**config.mk**
```make
export PLATFORM = sky130hd
export DESIGN_NAME = hazard_ctrl
export DESIGN_NICKNAME = d
export VERILOG_FILES = /design/src/rtl/riscv_pkg.sv /design/src/rtl/hazard_ctrl_forward_unit.sv /design/src/rtl/hazard_ctrl.sv
export SDC_FILE = /design/constraint.sdc
export NUM_CORES = 1
export LEC_CHECK = 0
export CORE_UTILIZATION = 40
export DETAILED_ROUTE_END_ITERATION = 7
export PLACE_DENSITY = 0.74
export SYNTH_ARGS = -nofsm -noshare
export SYNTH_HDL_FRONTEND = slang
export SYNTH_HIERARCHICAL = 1
export SYNTH_SLANG_ARGS = --single-unit
```
**constraint.sdc**
```tcl
create_clock -name clk -period 1.7 [get_ports clk]
set_input_delay 0.255 -clock clk [delete_from_list [all_inputs] [get_ports clk]]
set_output_delay 0.255 -clock clk [all_outputs]
set_load 0.005 [all_outputs]
```
**src/rtl/riscv_pkg.sv**
```systemverilog
// Shared types for the RISC-V pipeline control blocks.
// Holds forward selects, hazard FSM states and stall/flush bundles.
package riscv_pkg;

    localparam int XLEN = 32;

    typedef enum logic [1:0] {
        FWD_RF  = 2'd0,
        FWD_WB  = 2'd1,
        FWD_MEM = 2'd2
    } fwd_sel_e;

    typedef enum logic [1:0] {
        RUN      = 2'd0,
        MEM_WAIT = 2'd1,
        FAULT    = 2'd2
    } hz_state_e;

    typedef struct packed {
        logic stall_f;
        logic stall_d;
        logic stall_e;
        logic stall_m;
        logic flush_d;
        logic flush_e;
        logic flush_w;
    } hz_ctrl_t;

    localparam hz_ctrl_t HZ_NONE  = 7'b0000000;
    localparam hz_ctrl_t HZ_MEM   = 7'b1111001;
    localparam hz_ctrl_t HZ_REDIR = 7'b0000110;
    localparam hz_ctrl_t HZ_LDUSE = 7'b1100010;

endpackage

```
**src/rtl/hazard_ctrl_forward_unit.sv**
```systemverilog
// Combinational operand forward select for one E-stage source.
// Ports: rs_e_i, rd_m_i/reg_write_m_i, rd_w_i/reg_write_w_i in; fwd_o out.
module forward_unit
    import riscv_pkg::*;
(
    input  logic [4:0] rs_e_i,
    input  logic [4:0] rd_m_i,
    input  logic       reg_write_m_i,
    input  logic [4:0] rd_w_i,
    input  logic       reg_write_w_i,
    output fwd_sel_e   fwd_o
);

    always_comb begin
        fwd_o = FWD_RF;
        if (reg_write_m_i && (rd_m_i != 5'd0) && (rd_m_i == rs_e_i)) begin
            fwd_o = FWD_MEM;
        end else if (reg_write_w_i && (rd_w_i != 5'd0) && (rd_w_i == rs_e_i)) begin
            fwd_o = FWD_WB;
        end
    end

endmodule

```
**src/rtl/hazard_ctrl.sv**
```systemverilog
// Pipeline hazard control: forwarding, load-use, redirect, memory wait/timeout.
// Ports: register ids and hazard sources in; stalls/flushes, forwards,
// fault and saturating stall/flush performance counters out.
module hazard_ctrl
    import riscv_pkg::*;
#(
    parameter int XLEN        = riscv_pkg::XLEN,
    parameter int MEM_TIMEOUT = 255,
    parameter int CNT_W       = 16
) (
    input  logic             clk,
    input  logic             rst_n,
    input  logic [4:0]       Rs1D,
    input  logic [4:0]       Rs2D,
    input  logic [4:0]       Rs1E,
    input  logic [4:0]       Rs2E,
    input  logic [4:0]       RdE,
    input  logic             ResultSrcE0,
    input  logic             PCSrcE,
    input  logic [4:0]       RdM,
    input  logic             RegWriteM,
    input  logic [4:0]       RdW,
    input  logic             RegWriteW,
    input  logic             dmem_req_M,
    input  logic             dmem_ready,
    output logic             StallF,
    output logic             StallD,
    output logic             StallE,
    output logic             StallM,
    output logic             FlushD,
    output logic             FlushE,
    output logic             FlushW,
    output fwd_sel_e         ForwardAE,
    output fwd_sel_e         ForwardBE,
    output logic             fault,
    output logic [CNT_W-1:0] stall_cnt,
    output logic [CNT_W-1:0] flush_cnt
);

    localparam int WC_W = (MEM_TIMEOUT < 1) ? 1 : $clog2(MEM_TIMEOUT + 1);

    if ((CNT_W < 1) || (CNT_W > XLEN)) begin : g_cnt_w_bad
        $error("hazard_ctrl: CNT_W must be within 1..XLEN");
    end

    hz_state_e        state_q, state_d;
    logic [WC_W-1:0]  wait_q, wait_d;
    logic [CNT_W-1:0] stall_cnt_q, stall_cnt_d;
    logic [CNT_W-1:0] flush_cnt_q, flush_cnt_d;
    hz_ctrl_t         ctrl;
    logic             mem_stall;
    logic             load_use;

    forward_unit u_fwd_a (
        .rs_e_i        (Rs1E),
        .rd_m_i        (RdM),
        .reg_write_m_i (RegWriteM),
        .rd_w_i        (RdW),
        .reg_write_w_i (RegWriteW),
        .fwd_o         (ForwardAE)
    );

    forward_unit u_fwd_b (
        .rs_e_i        (Rs2E),
        .rd_m_i        (RdM),
        .reg_write_m_i (RegWriteM),
        .rd_w_i        (RdW),
        .reg_write_w_i (RegWriteW),
        .fwd_o         (ForwardBE)
    );

    assign mem_stall = dmem_req_M & ~dmem_ready;
    assign load_use  = ResultSrcE0 & (RdE != 5'd0) &
                       ((RdE == Rs1D) | (RdE == Rs2D));

    always_ff @(posedge clk or negedge rst_n) begin
        if (!rst_n) begin
            state_q     <= RUN;
            wait_q      <= '0;
            stall_cnt_q <= '0;
            flush_cnt_q <= '0;
        end else begin
            state_q     <= state_d;
            wait_q      <= wait_d;
            stall_cnt_q <= stall_cnt_d;
            flush_cnt_q <= flush_cnt_d;
        end
    end

    always_comb begin
        state_d = state_q;
        wait_d  = wait_q;
        unique case (state_q)
            RUN: begin
                if (mem_stall) begin
                    state_d = MEM_WAIT;
                    wait_d  = WC_W'(1);
                end
            end
            MEM_WAIT: begin
                if (!mem_stall) begin
                    state_d = RUN;
                    wait_d  = '0;
                end else if (wait_q == WC_W'(MEM_TIMEOUT)) begin
                    state_d = FAULT;
                end else begin
                    wait_d = wait_q + WC_W'(1);
                end
            end
            FAULT: begin
                state_d = FAULT;
            end
            default: begin
                state_d = RUN;
                wait_d  = '0;
            end
        endcase
    end

    // Memory stall outranks redirect, which outranks load-use; the
    // outputs are forced quiet while reset is held.
    always_comb begin
        ctrl = HZ_NONE;
        if (!rst_n) begin
            ctrl = HZ_NONE;
        end else if ((state_q == FAULT) || mem_stall) begin
            ctrl = HZ_MEM;
        end else if (PCSrcE) begin
            ctrl = HZ_REDIR;
        end else if (load_use) begin
            ctrl = HZ_LDUSE;
        end
    end

    always_comb begin
        stall_cnt_d = stall_cnt_q;
        flush_cnt_d = flush_cnt_q;
        if (ctrl.stall_f && (stall_cnt_q != '1)) begin
            stall_cnt_d = stall_cnt_q + CNT_W'(1);
        end
        if (ctrl.flush_e && (flush_cnt_q != '1)) begin
            flush_cnt_d = flush_cnt_q + CNT_W'(1);
        end
    end

    assign StallF    = ctrl.stall_f;
    assign StallD    = ctrl.stall_d;
    assign StallE    = ctrl.stall_e;
    assign StallM    = ctrl.stall_m;
    assign FlushD    = ctrl.flush_d;
    assign FlushE    = ctrl.flush_e;
    assign FlushW    = ctrl.flush_w;
    assign fault     = (state_q == FAULT);
    assign stall_cnt = stall_cnt_q;
    assign flush_cnt = flush_cnt_q;

endmodule

```
==> results of run 1 <==
-- metal layers --
layer	global-route usage	share of wire	vias up	wire length (um)
met5	0	0	-	0
met4	0.0825	0.011	0	83
met3	0.0473	0.074	9	570
met2	0.410	0.52	89	3980
met1	0.254	0.40	1294	3070
li1	-	-	1270	-
-- how the worst max path moves through the flow --
stage                         endpoint  cells past startpoint         start
after floorplan           flush_cnt[1]                      7  flush_cnt[0]
after global routing      stall_cnt[1]                      9    state_q[1]
final                     stall_cnt[1]                      9        RdE[1]
after global placement          StallF                      5        RdE[2]
after detailed placement        StallD                      5        RdE[2]
after CTS                 stall_cnt[1]                      9    state_q[1]
-- placed cells by master (no fill, tap or decap), types with 2 or more instances in the layout --
cell,instances
and4_1,2
ha_1,2
a21oi_1,4
nand3_1,13
buf_2,8
inv_1,2
nor2_4,3
clkdlybuf4s50_1,37
buf_4,61
xnor2_1,27
nand3_2,5
nand2b_1,3
nor2_2,4
mux2_4,2
a211oi_2,2
clkbuf_2,7
nand2_1,21
and2_1,2
and3_1,10
nor3_2,6
and3_4,2
xnor2_2,7
clkbuf_8,6
dfrtp_1,42
nand2_2,2
xor2_1,23
nor4b_4,2
nor2_1,14
o21ai_0,4
nand4_1,17
o22ai_1,5
nor3_1,6
dlygate4sd2_1,26
nand3_4,3
buf_6,15
-- cell families after synthesis --
kind of cell	after synthesis	share of synthesized area
AO/OA/AOI/OAI	27	0.0885
XOR/XNOR	58	0.197
adder cells (fa/ha/maj)	3	0.0146
buffers and inverters	9	0.0204
flip-flops	42	0.409
multiplexers	3	0.0141
AND/OR/NAND/NOR	123	0.256
-- Yosys cell counts --
library cell	number	area share
a211oi_2	2	0.0097
a21oi_1	5	0.0097
a221oi_1	1	0.0034
a22o_2	1	0.0039
a2bb2oi_1	1	0.0034
a31oi_1	1	0.0024
a41o_4	1	0.0083
and2_1	2	0.0049
and2b_2	1	0.0034
and3_1	12	0.029
and3b_1	2	0.0068
and4_1	2	0.0068
buf_4	3	0.0088
buf_6	1	0.0044
clkbuf_1	2	0.0029
dfrtp_1	42	0.41
ha_1	3	0.015
inv_1	3	0.0044
mux2_2	1	0.0044
mux2_4	1	0.0058
mux2i_1	1	0.0039
nand2_1	24	0.035
nand2b_1	4	0.0097
nand3_1	19	0.037
nand3_2	2	0.0078
nand4_1	17	0.041
nor2_1	19	0.028
nor2_2	1	0.0024
nor2b_1	1	0.0024
nor3_1	10	0.019
nor3_2	2	0.0078
nor4_1	2	0.0049
nor4b_1	2	0.0068
o21a_1	1	0.0029
o21ai_0	4	0.0078
o221ai_2	1	0.0058
o22ai_1	5	0.012
o31ai_1	1	0.0029
o32ai_1	1	0.0034
o41ai_2	2	0.013
or4_1	1	0.0029
xnor2_1	34	0.12
xor2_1	24	0.082
-- power by group --
group | internal [mW] | switching [mW] | leakage, nW
Clock | 0.313 | 0.326 | 0.0431
Combinational | 0.710 | 0.515 | 1.39
Sequential | 1.12 | 0.0909 | 0.566
-- worst register-to-register path, cell delays in order, from the launching register on --
cell,delay [ns]
dfrtp_1,0.41
nand2b_4,0.10
inv_4,0.04
nor2_4,0.09
and2b_2,0.24
a41o_4,0.27
buf_6,0.13
buf_6,0.13
nand2_4,0.06
mux2_4,0.30
-- registers in the layout, summed over array words and instances, names as in the netlist --
name	count
flush_cnt	16
stall_cnt	16
state_q	2
wait_q	8
-- layout make-up --
cell class	count	share of cell area
multi-input cells	215	0.407
repair buffers	159	0.310
flip-flops and latches	42	0.240
well taps	75	0.0214
clock buffers	6	0.0188
inverters	3	0.00314
-- through the flow --
stage	setup slack (ns)	power (mW)	instance area (um2)	hold slack, ns	util
global route	-0.235	3.25	4390	-0.221	0.724
global placement	-0.770	2.29	3880	0.0951	0.640
CTS	-0.152	3.04	4230	-0.217	0.697
detailed placement	-0.763	2.32	3880	0.101	0.640
finish	-0.193	3.08	4390	-0.213	0.724
floorplan	-0.0858	1.64	2600	-0.0406	-
-- what timing repair did --
action                                  4_1_cts  5_1_grt
buffers inserted                             21        5
endpoints found under the hold margin         5        1
gates resized for setup                     123       48
pin swaps                                    47       39
endpoints found under the setup margin       44       41
gates cloned                                  1        0
==> out/results.tsv, run 1 <==
metric	value	unit
Post-Route Skew	0.00644	ns
worst r2r dst	stall_cnt[1]	
Die Width	82.2	um
total global routing track utilization	0.224	
Hold/Removal Path Class	input pin to async pin	
Placed Cells	470	
count of unique library cells instantiated by Yosys	43	
status	complete, but fails checks	
CTS H-tree depth	2	
root buf cell	clkbuf_8	
Core Region	6060	um2
routability congestion estimate	0.838	
area of the multi-input gates	1790	um2
Worst EP required	1.88	ns
Seq cells post-synth	42	
die area	6760	um2
routed len/inst	15.4	um
average size of a mapped cell	9.71	um2
clk sink count	42	
critical path class	input pin to flip-flop	
fraction of layout cells with a size suffix above 1	0.367	
failing checks	negative hold slack, negative setup slack	
Top Ports	87	
Worst-Margin Slew	0.458	ns
r2r setup slk	-0.18	ns
Max VDD drop	809	uV
Final WS setup	-0.193	ns
syn_nets	311	
Setup Viol. Count Final	34	
Leakage	2.00	nW
crit-path max FO	7	
RSZ-0062 raised after global routing	true	
vias per cell	5.32	
WP buf/inv	4	
Final HPWL DP	5140	um
initial antenna violation count	0	
CP max-delay cell	or4_4	
Slew headroom	0.695	
Synth Instances	265	
vias in the first global route	2574	
Fin. Hold Viols	1	
DRT Pass-1 Iters	4	
Starting DRT DRC Count	104	
Antenna Cells	0	
Sequential Area	1050	um2
first-pass GRT wire length	11500	um
CP cell instances	buf_6, or4_4, o21a_1, buf_6, a41o_4, buf_6, buf_6, nand2_4, mux2_4	
GR Overflow Total	0	
Worst-Skew Late Latency	0.30	ns
final WL	7710	um
Arr. time, crit path	2.07	ns
input/output buffers	86	
Tmin final	1.89	ns
CTS tree	done	
fmax	528	MHz
Final Max Tran Viols	0	
max_cap viols	0	
most frequent CP cell	buf_6	
Worst R2R Start	state_q[1]	
setup_tns	-2.85	ns
antenna-violating nets left	0	
area grow syn2layout	70.5	%
Longest Clk Path Bufs	2	
FP Rows	28	
R2R depth	9	
Layout Cells excl Fill	500	
CP delay by family, top	simple AND/OR/NAND/NOR gates	
maximum number of pins on one net before global-route repair	27	
crit-path max cell delay	0.52	ns
Num CTS Buffers	5	
Initial Util	0.424	
final net count	472	
via count	2662	
hold-fix buffers at CTS	1	
fill count	425	
Worst Hold Slack	-0.213	ns
register area share after synthesis	0.409	
Worst Setup End Kind	flip-flop	
Worst-path clk slew	0.08	ns
pwr dens	702	nW/um2
Cell Area, Synth	2570	um2
DRC	0	
fin crit share	1.11	
Yosys warnings	6	
DIE HEIGHT	82.2	um
startpoint type of the worst setup path	input pin	
No activity file was read; power rests on OpenSTA's default activity.
==> run 2, diff against run 1 <==
--- a/config.mk
+++ b/config.mk
@@ -5,9 +5,11 @@
 export SDC_FILE = /design/constraint.sdc
 export NUM_CORES = 1
 export LEC_CHECK = 0
-export CORE_UTILIZATION = 40
+export CORE_UTILIZATION = 36
+export CTS_CLUSTER_SIZE = 16
 export DETAILED_ROUTE_END_ITERATION = 7
-export PLACE_DENSITY = 0.74
+export HOLD_SLACK_MARGIN = 0.06
+export PLACE_DENSITY = 0.68
 export SYNTH_ARGS = -nofsm -noshare
 export SYNTH_HDL_FRONTEND = slang
 export SYNTH_HIERARCHICAL = 1
==> run 2 against run 1 <==
The run ends with negative setup slack left. Combinational power shrank 9%. Clock skew is 0.0015 ns lower. Non-clock buffer count down 8. Sequential share of layout area grew 0.65 points. Cell area shrank 2.6%. Flip-flop and latch count is the same. Register-to-register slack barely moved. Largest cell class unchanged. Routed wire length fell by 6.3%. Worst setup slack got worse by 0.0018 ns. Cell count is 3.0% higher.
==> out/results.tsv, run 2 (same netlist as run 1, synthesis figures left out) <==
metric	value	unit	change
Final Total Pwr	3.01	mW	was 3.08 mW
Arr. time, crit path	1.64	ns	was 2.07 ns
Hold/Removal Path Class	input pin to async pin		unchanged
FP Rows	30		was 28
CTS H-tree depth	2		unchanged
Top Ports	87		unchanged
Worst Hold Slack	0.0643	ns	was -0.213 ns
WP buf/inv	3		was 4
GR Overflow Total	0		unchanged
root buf cell	clkbuf_8		unchanged
initial antenna violation count	0		unchanged
antenna-violating nets left	0		unchanged
Post-Route Skew	0.00499	ns	was 0.00644 ns
startpoint type of the worst setup path	flip-flop		was input pin
Worst Setup End Kind	output port		was flip-flop
commonest non-fill, non-tap cell in the layout	buf_4		unchanged
status	complete, but fails checks		unchanged
Final Max Tran Viols	0		unchanged
crit-path max FO	3		was 7
Placed Cells	485		was 470
crit-path max cell delay	0.42	ns	was 0.52 ns
Leakage	1.92	nW	was 2.00 nW
Layout Cells excl Fill	515		was 500
fin crit share	1.11		about the same
r2r setup slk	-0.18	ns	about the same
CP delay by family, top	flip-flops		was simple AND/OR/NAND/NOR gates
Longest Clk Path Bufs	2		unchanged
dpl ws	-0.799	ns	was -0.763 ns
via count	2613		was 2662
routability congestion estimate	0.813		was 0.838
input/output buffers	86		unchanged
worst r2r dst	stall_cnt[1]		unchanged
Core Region	6830	um2	was 6060 um2
Final WS setup	-0.195	ns	was -0.193 ns
Worst-path clk slew	0.08	ns	about the same
max_cap viols	0		unchanged
first-pass GRT wire length	11100	um	was 11500 um
routed len/inst	14.0	um	was 15.4 um
Worst R2R Start	state_q[1]		unchanged
Initial Util	0.377		was 0.424
fill count	572		was 425
most frequent CP cell	buf_6		unchanged
R2R depth	9		unchanged
CP max-delay cell	dfrtp_1		was or4_4
die area	7490	um2	was 6760 um2
Area after DPL	3860	um2	was 3880 um2
maximum number of pins on one net before global-route repair	23		was 27
final net count	464		was 472
Slew headroom	0.681		was 0.695
Sequential Area	1050	um2	unchanged
Finished Core Util	0.625		was 0.724
pwr dens	705	nW/um2	was 702 nW/um2
DIE HEIGHT	86.5	um	was 82.2 um
Max VDD drop	621	uV	was 809 uV
Fin. Hold Viols	0		was 1
vias per cell	5.07		was 5.32
Starting DRT DRC Count	56		was 104
Worst EP required	1.44	ns	was 1.88 ns
area of the multi-input gates	1710	um2	was 1790 um2
final WL	7220	um	was 7710 um
DRC	0		unchanged
fmax	528	MHz	about the same
Antenna Cells	0		unchanged
RSZ-0062 raised after global routing	true		unchanged
Worst-Margin Slew	0.477	ns	was 0.458 ns
fraction of layout cells with a size suffix above 1	0.353		was 0.367
Num CTS Buffers	5		unchanged
CTS tree	done		unchanged
Tmin final	1.90	ns	was 1.89 ns
Die Width	86.5	um	was 82.2 um
total global routing track utilization	0.187		was 0.224
Final HPWL DP	5280	um	was 5140 um
Worst-Skew Late Latency	0.29	ns	was 0.30 ns
DRT Pass-1 Iters	4		unchanged
failing checks	negative setup slack		was negative hold slack, negative setup slack
area grow syn2layout	66.0	%	was 70.5%
setup_tns	-2.12	ns	was -2.85 ns
Design Area, Final	4270	um2	was 4390 um2
Setup Viol. Count Final	24		was 34
clk sink count	42		unchanged
most frequent cells in the layout	buf_4 (57), dfrtp_1 (42), clkdlybuf4s50_1 (37), xnor2_1 (33), xor2_1 (23)		was buf_4 (61), dfrtp_1 (42), clkdlybuf4s50_1 (37), xnor2_1 (27), dlygate4sd2_1 (26)
CP cell instances	nand2b_4, inv_4, nor2_4, and2b_2, buf_6, a41o_4, buf_6		was buf_6, or4_4, o21a_1, buf_6, a41o_4, buf_6, buf_6, nand2_4, mux2_4
vias in the first global route	2432		was 2574
critical path class	flip-flop to output port		was input pin to flip-flop
## run 2: cell count changes in the layout (fill, tap and decap cells not counted), moves of 2 or more
cell | previous run | this run
nand3_2 | 5 | 8
dlymetal6s2s_1 | 1 | 5
buf_4 | 61 | 57
dlygate4sd2_1 | 26 | 15
buf_6 | 15 | 11
xnor2_1 | 27 | 33
clkdlybuf4s15_2 | 1 | 3
nand3_4 | 3 | 0
buf_2 | 8 | 11
xnor2_2 | 7 | 1
## run 2: area by class of cell
cell class / instances / share of cell area
Timing Repair Buffer: 151 / 0.301
Clock buffer: 7 / 0.0202
Sequential cell: 42 / 0.246
Inverter: 3 / 0.00322
Multi-Input combinational cell: 215 / 0.400
Clock inverter: 1 / 0.00117
Tap cell: 96 / 0.0281
## run 2: per-layer routing
layer / GRT usage / share of wire / vias up
met5: 0 / 0 / -
met4: 0.0485 / 0.0093 / 0
met3: 0.0400 / 0.068 / 9
met2: 0.308 / 0.48 / 93
met1: 0.250 / 0.44 / 1249
li1: - / - / 1262
## run 2: timing repair
| action | CTS | global route |
|---|---|---|
| buffers inserted | 8 | 13 |
| setup endpoints to repair | 44 | 44 |
| hold endpoints to repair | 12 | 0 |
| cloned | 1 | 0 |
| pin swaps | 31 | 33 |
| resized for setup | 124 | 47 |
| hold buffers | 2 | 0 |
## run 2: how the worst max path moves through the flow
stage	slack [ns]	depth (start not counted)	start	end
after floorplan	-0.09	7	flush_cnt[0]	flush_cnt[1]
after global placement	-0.76	6	RdE[2]	FlushE
after detailed placement	-0.80	6	RdE[2]	FlushE
after CTS	-0.21	7	state_q[1]	StallD
after global routing	-0.24	7	state_q[1]	StallF
final	-0.20	7	state_q[1]	StallD
## run 2: power by group
group	leakage [nW]	internal (mW)	switching, mW
registers	0.566	1.12	0.118
logic	1.31	0.659	0.449
clock network	0.0482	0.328	0.334
==> run 3, diff against run 2 <==
--- a/config.mk
+++ b/config.mk
@@ -5,10 +5,10 @@
 export SDC_FILE = /design/constraint.sdc
 export NUM_CORES = 1
 export LEC_CHECK = 0
+export CAP_MARGIN = 20
 export CORE_UTILIZATION = 36
 export CTS_CLUSTER_SIZE = 16
 export DETAILED_ROUTE_END_ITERATION = 7
-export HOLD_SLACK_MARGIN = 0.06
 export PLACE_DENSITY = 0.68
 export SYNTH_ARGS = -nofsm -noshare
 export SYNTH_HDL_FRONTEND = slang
==> run 3 against run 2 <==
Register-to-register slack is essentially flat. The flow still finishes with violations (negative setup slack). Cell count is 0.39% higher. Highest routed layer unchanged. Power rose by 0.24%. Non-clock buffer count up 2. Fmax up 0.15%. Count of clock-buffer cells in the layout stayed put. Global-route usage increased by 0.22 points.
==> out/results.tsv, run 3 (same netlist as run 1, synthesis figures left out) <==
metric	value	unit	change
status	complete, but fails checks		unchanged
failing checks	negative setup slack		unchanged
input/output buffers	86		unchanged
Core Region	6830	um2	unchanged
fraction of layout cells with a size suffix above 1	0.352		was 0.353
Worst EP required	1.44	ns	about the same
first-pass GRT wire length	11200	um	was 11100 um
Slew headroom	0.771		was 0.681
total global routing track utilization	0.189		was 0.187
fin crit share	1.11		about the same
Final Total Pwr	3.02	mW	was 3.01 mW
CP delay by family, top	flip-flops		unchanged
die area	7490	um2	unchanged
Final HPWL DP	5280	um	unchanged
DIE HEIGHT	86.5	um	unchanged
Max VDD drop	622	uV	was 621 uV
WP buf/inv	3		unchanged
area grow syn2layout	66.8	%	was 66.0%
Arr. time, crit path	1.64	ns	about the same
CTS H-tree depth	2		unchanged
Num CTS Buffers	5		unchanged
Internal	2.11	mW	about the same
Worst Hold Slack	0.0682	ns	was 0.0643 ns
DRC	0		unchanged
CP cell instances	nand2b_4, inv_4, nor2_4, and2b_2, buf_6, a41o_4, buf_6		unchanged
via count	2614		was 2613
Longest Clk Path Bufs	2		unchanged
CP max-delay cell	dfrtp_1		unchanged
clock power share	0.220		about the same
FP Rows	30		unchanged
most frequent CP cell	buf_6		unchanged
Tmin final	1.89	ns	was 1.90 ns
Final Max Tran Viols	0		unchanged
maximum number of pins on one net before global-route repair	23		unchanged
max_cap viols	0		unchanged
Die Width	86.5	um	unchanged
routability congestion estimate	0.813		unchanged
GR Overflow Total	0		unchanged
most frequent cells in the layout	buf_4 (57), dfrtp_1 (42), clkdlybuf4s50_1 (37), xnor2_1 (33), xor2_1 (23)		unchanged
setup_tns	-2.08	ns	was -2.12 ns
fmax	528	MHz	about the same
worst r2r dst	stall_cnt[1]		unchanged
Post-Route Skew	0.00576	ns	was 0.00499 ns
Hold/Removal Path Class	input pin to async pin		unchanged
Starting DRT DRC Count	42		was 56
crit-path max FO	3		unchanged
DRT Pass-1 Iters	4		unchanged
pwr dens	704	nW/um2	was 705 nW/um2
crit-path max cell delay	0.42	ns	about the same
critical path class	flip-flop to output port		unchanged
antenna-violating nets left	0		unchanged
Switching Share	0.300		was 0.299
Final WS setup	-0.192	ns	was -0.195 ns
power share of the combinational group	0.369		was 0.368
Antenna Cells	0		unchanged
R2R depth	9		unchanged
Psw	0.905	mW	was 0.900 mW
dpl ws	-0.799	ns	unchanged
Setup Viol. Count Final	25		was 24
Worst-path clk slew	0.08	ns	about the same
RSZ-0062 raised after global routing	true		unchanged
Worst-Skew Late Latency	0.29	ns	about the same
Fin. Hold Viols	0		unchanged
Top Ports	87		unchanged
clk sink count	42		unchanged
Leakage	1.93	nW	was 1.92 nW
commonest non-fill, non-tap cell in the layout	buf_4		unchanged
startpoint type of the worst setup path	flip-flop		unchanged
Worst-Margin Slew	0.343	ns	was 0.477 ns
vias per cell	5.06		was 5.07
root buf cell	clkbuf_8		unchanged
initial antenna violation count	0		unchanged
Seq pwr share	0.411		was 0.412
CTS tree	done		unchanged
Worst Setup End Kind	output port		unchanged
final WL	7290	um	was 7220 um
vias in the first global route	2451		was 2432
Worst R2R Start	state_q[1]		unchanged
Finished Core Util	0.628		was 0.625
fill count	570		was 572
routed len/inst	14.1	um	was 14.0 um
r2r setup slk	-0.18	ns	about the same
Initial Util	0.377		unchanged
final net count	466		was 464
run 3: changes by cell type in the layout (fill, tap and decap cells not counted), sizes merged:
| cell | before | now |
|---|---|---|
| dlygate4sd3 | 2 | 4 |
run 3: how the worst max path moves through the flow:
stage	cells after the start	startpoint	slack, ns	endpoint
2_1_floorplan	7	flush_cnt[0]	-0.09	flush_cnt[1]
3_3_place_gp	6	RdE[2]	-0.76	FlushE
6_report	7	state_q[1]	-0.19	StallD
3_5_place_dp	6	RdE[2]	-0.80	FlushE
4_1_cts	7	state_q[1]	-0.21	StallD
5_1_grt	7	state_q[1]	-0.24	StallF
run 3: power groups by stage:
| stage | combinational [mW] | clock, mW | sequential (mW) |
|---|---|---|---|
| after floorplan | 0.341 | 0 | 1.29 |
| after global placement | 1.01 | 0 | 1.25 |
| after detailed placement | 1.03 | 0 | 1.25 |
| after CTS | 1.06 | 0.689 | 1.24 |
| after global routing | 1.20 | 0.730 | 1.26 |
| final | 1.11 | 0.664 | 1.24 |
run 3: cell type report:
class / count / area [um2] / area share
Clock buffer: 7 / 86.3 / 0.0201
Inverter: 3 / 13.8 / 0.00321
Timing Repair Buffer: 153 / 1310 / 0.304
Tap cell: 96 / 120 / 0.0280
Clock inverter: 1 / 5.00 / 0.00117
Multi-Input combinational cell: 215 / 1710 / 0.398
Sequential cell: 42 / 1050 / 0.245
run 3: timing repair:
item | in CTS | in global routing
pin swaps | 31 | 35
endpoints found under the hold margin | 2 | 0
resized for setup | 124 | 47
hold buffers | 4 | 0
buffers inserted | 8 | 13
gates cloned | 1 | 0
setup endpoints to repair | 44 | 44
run 3: through the flow:
| step | std cells | area (um2) |
|---|---|---|
| floorplan | 265 | 2600 |
| global placement | 485 | 3860 |
| CTS | 505 | 4120 |
| detailed placement | 485 | 3860 |
| global route | 517 | 4290 |
| finish | 517 | 4290 |
run 3: metal layers:
layer / global-route usage / up-vias / wire [um]
met5: 0 / - / 0
met2: 0.315 / 95 / 3510
met1: 0.251 / 1248 / 3190
met3: 0.0400 / 9 / 515
met4: 0.0485 / 0 / 67
li1: - / 1262 / -
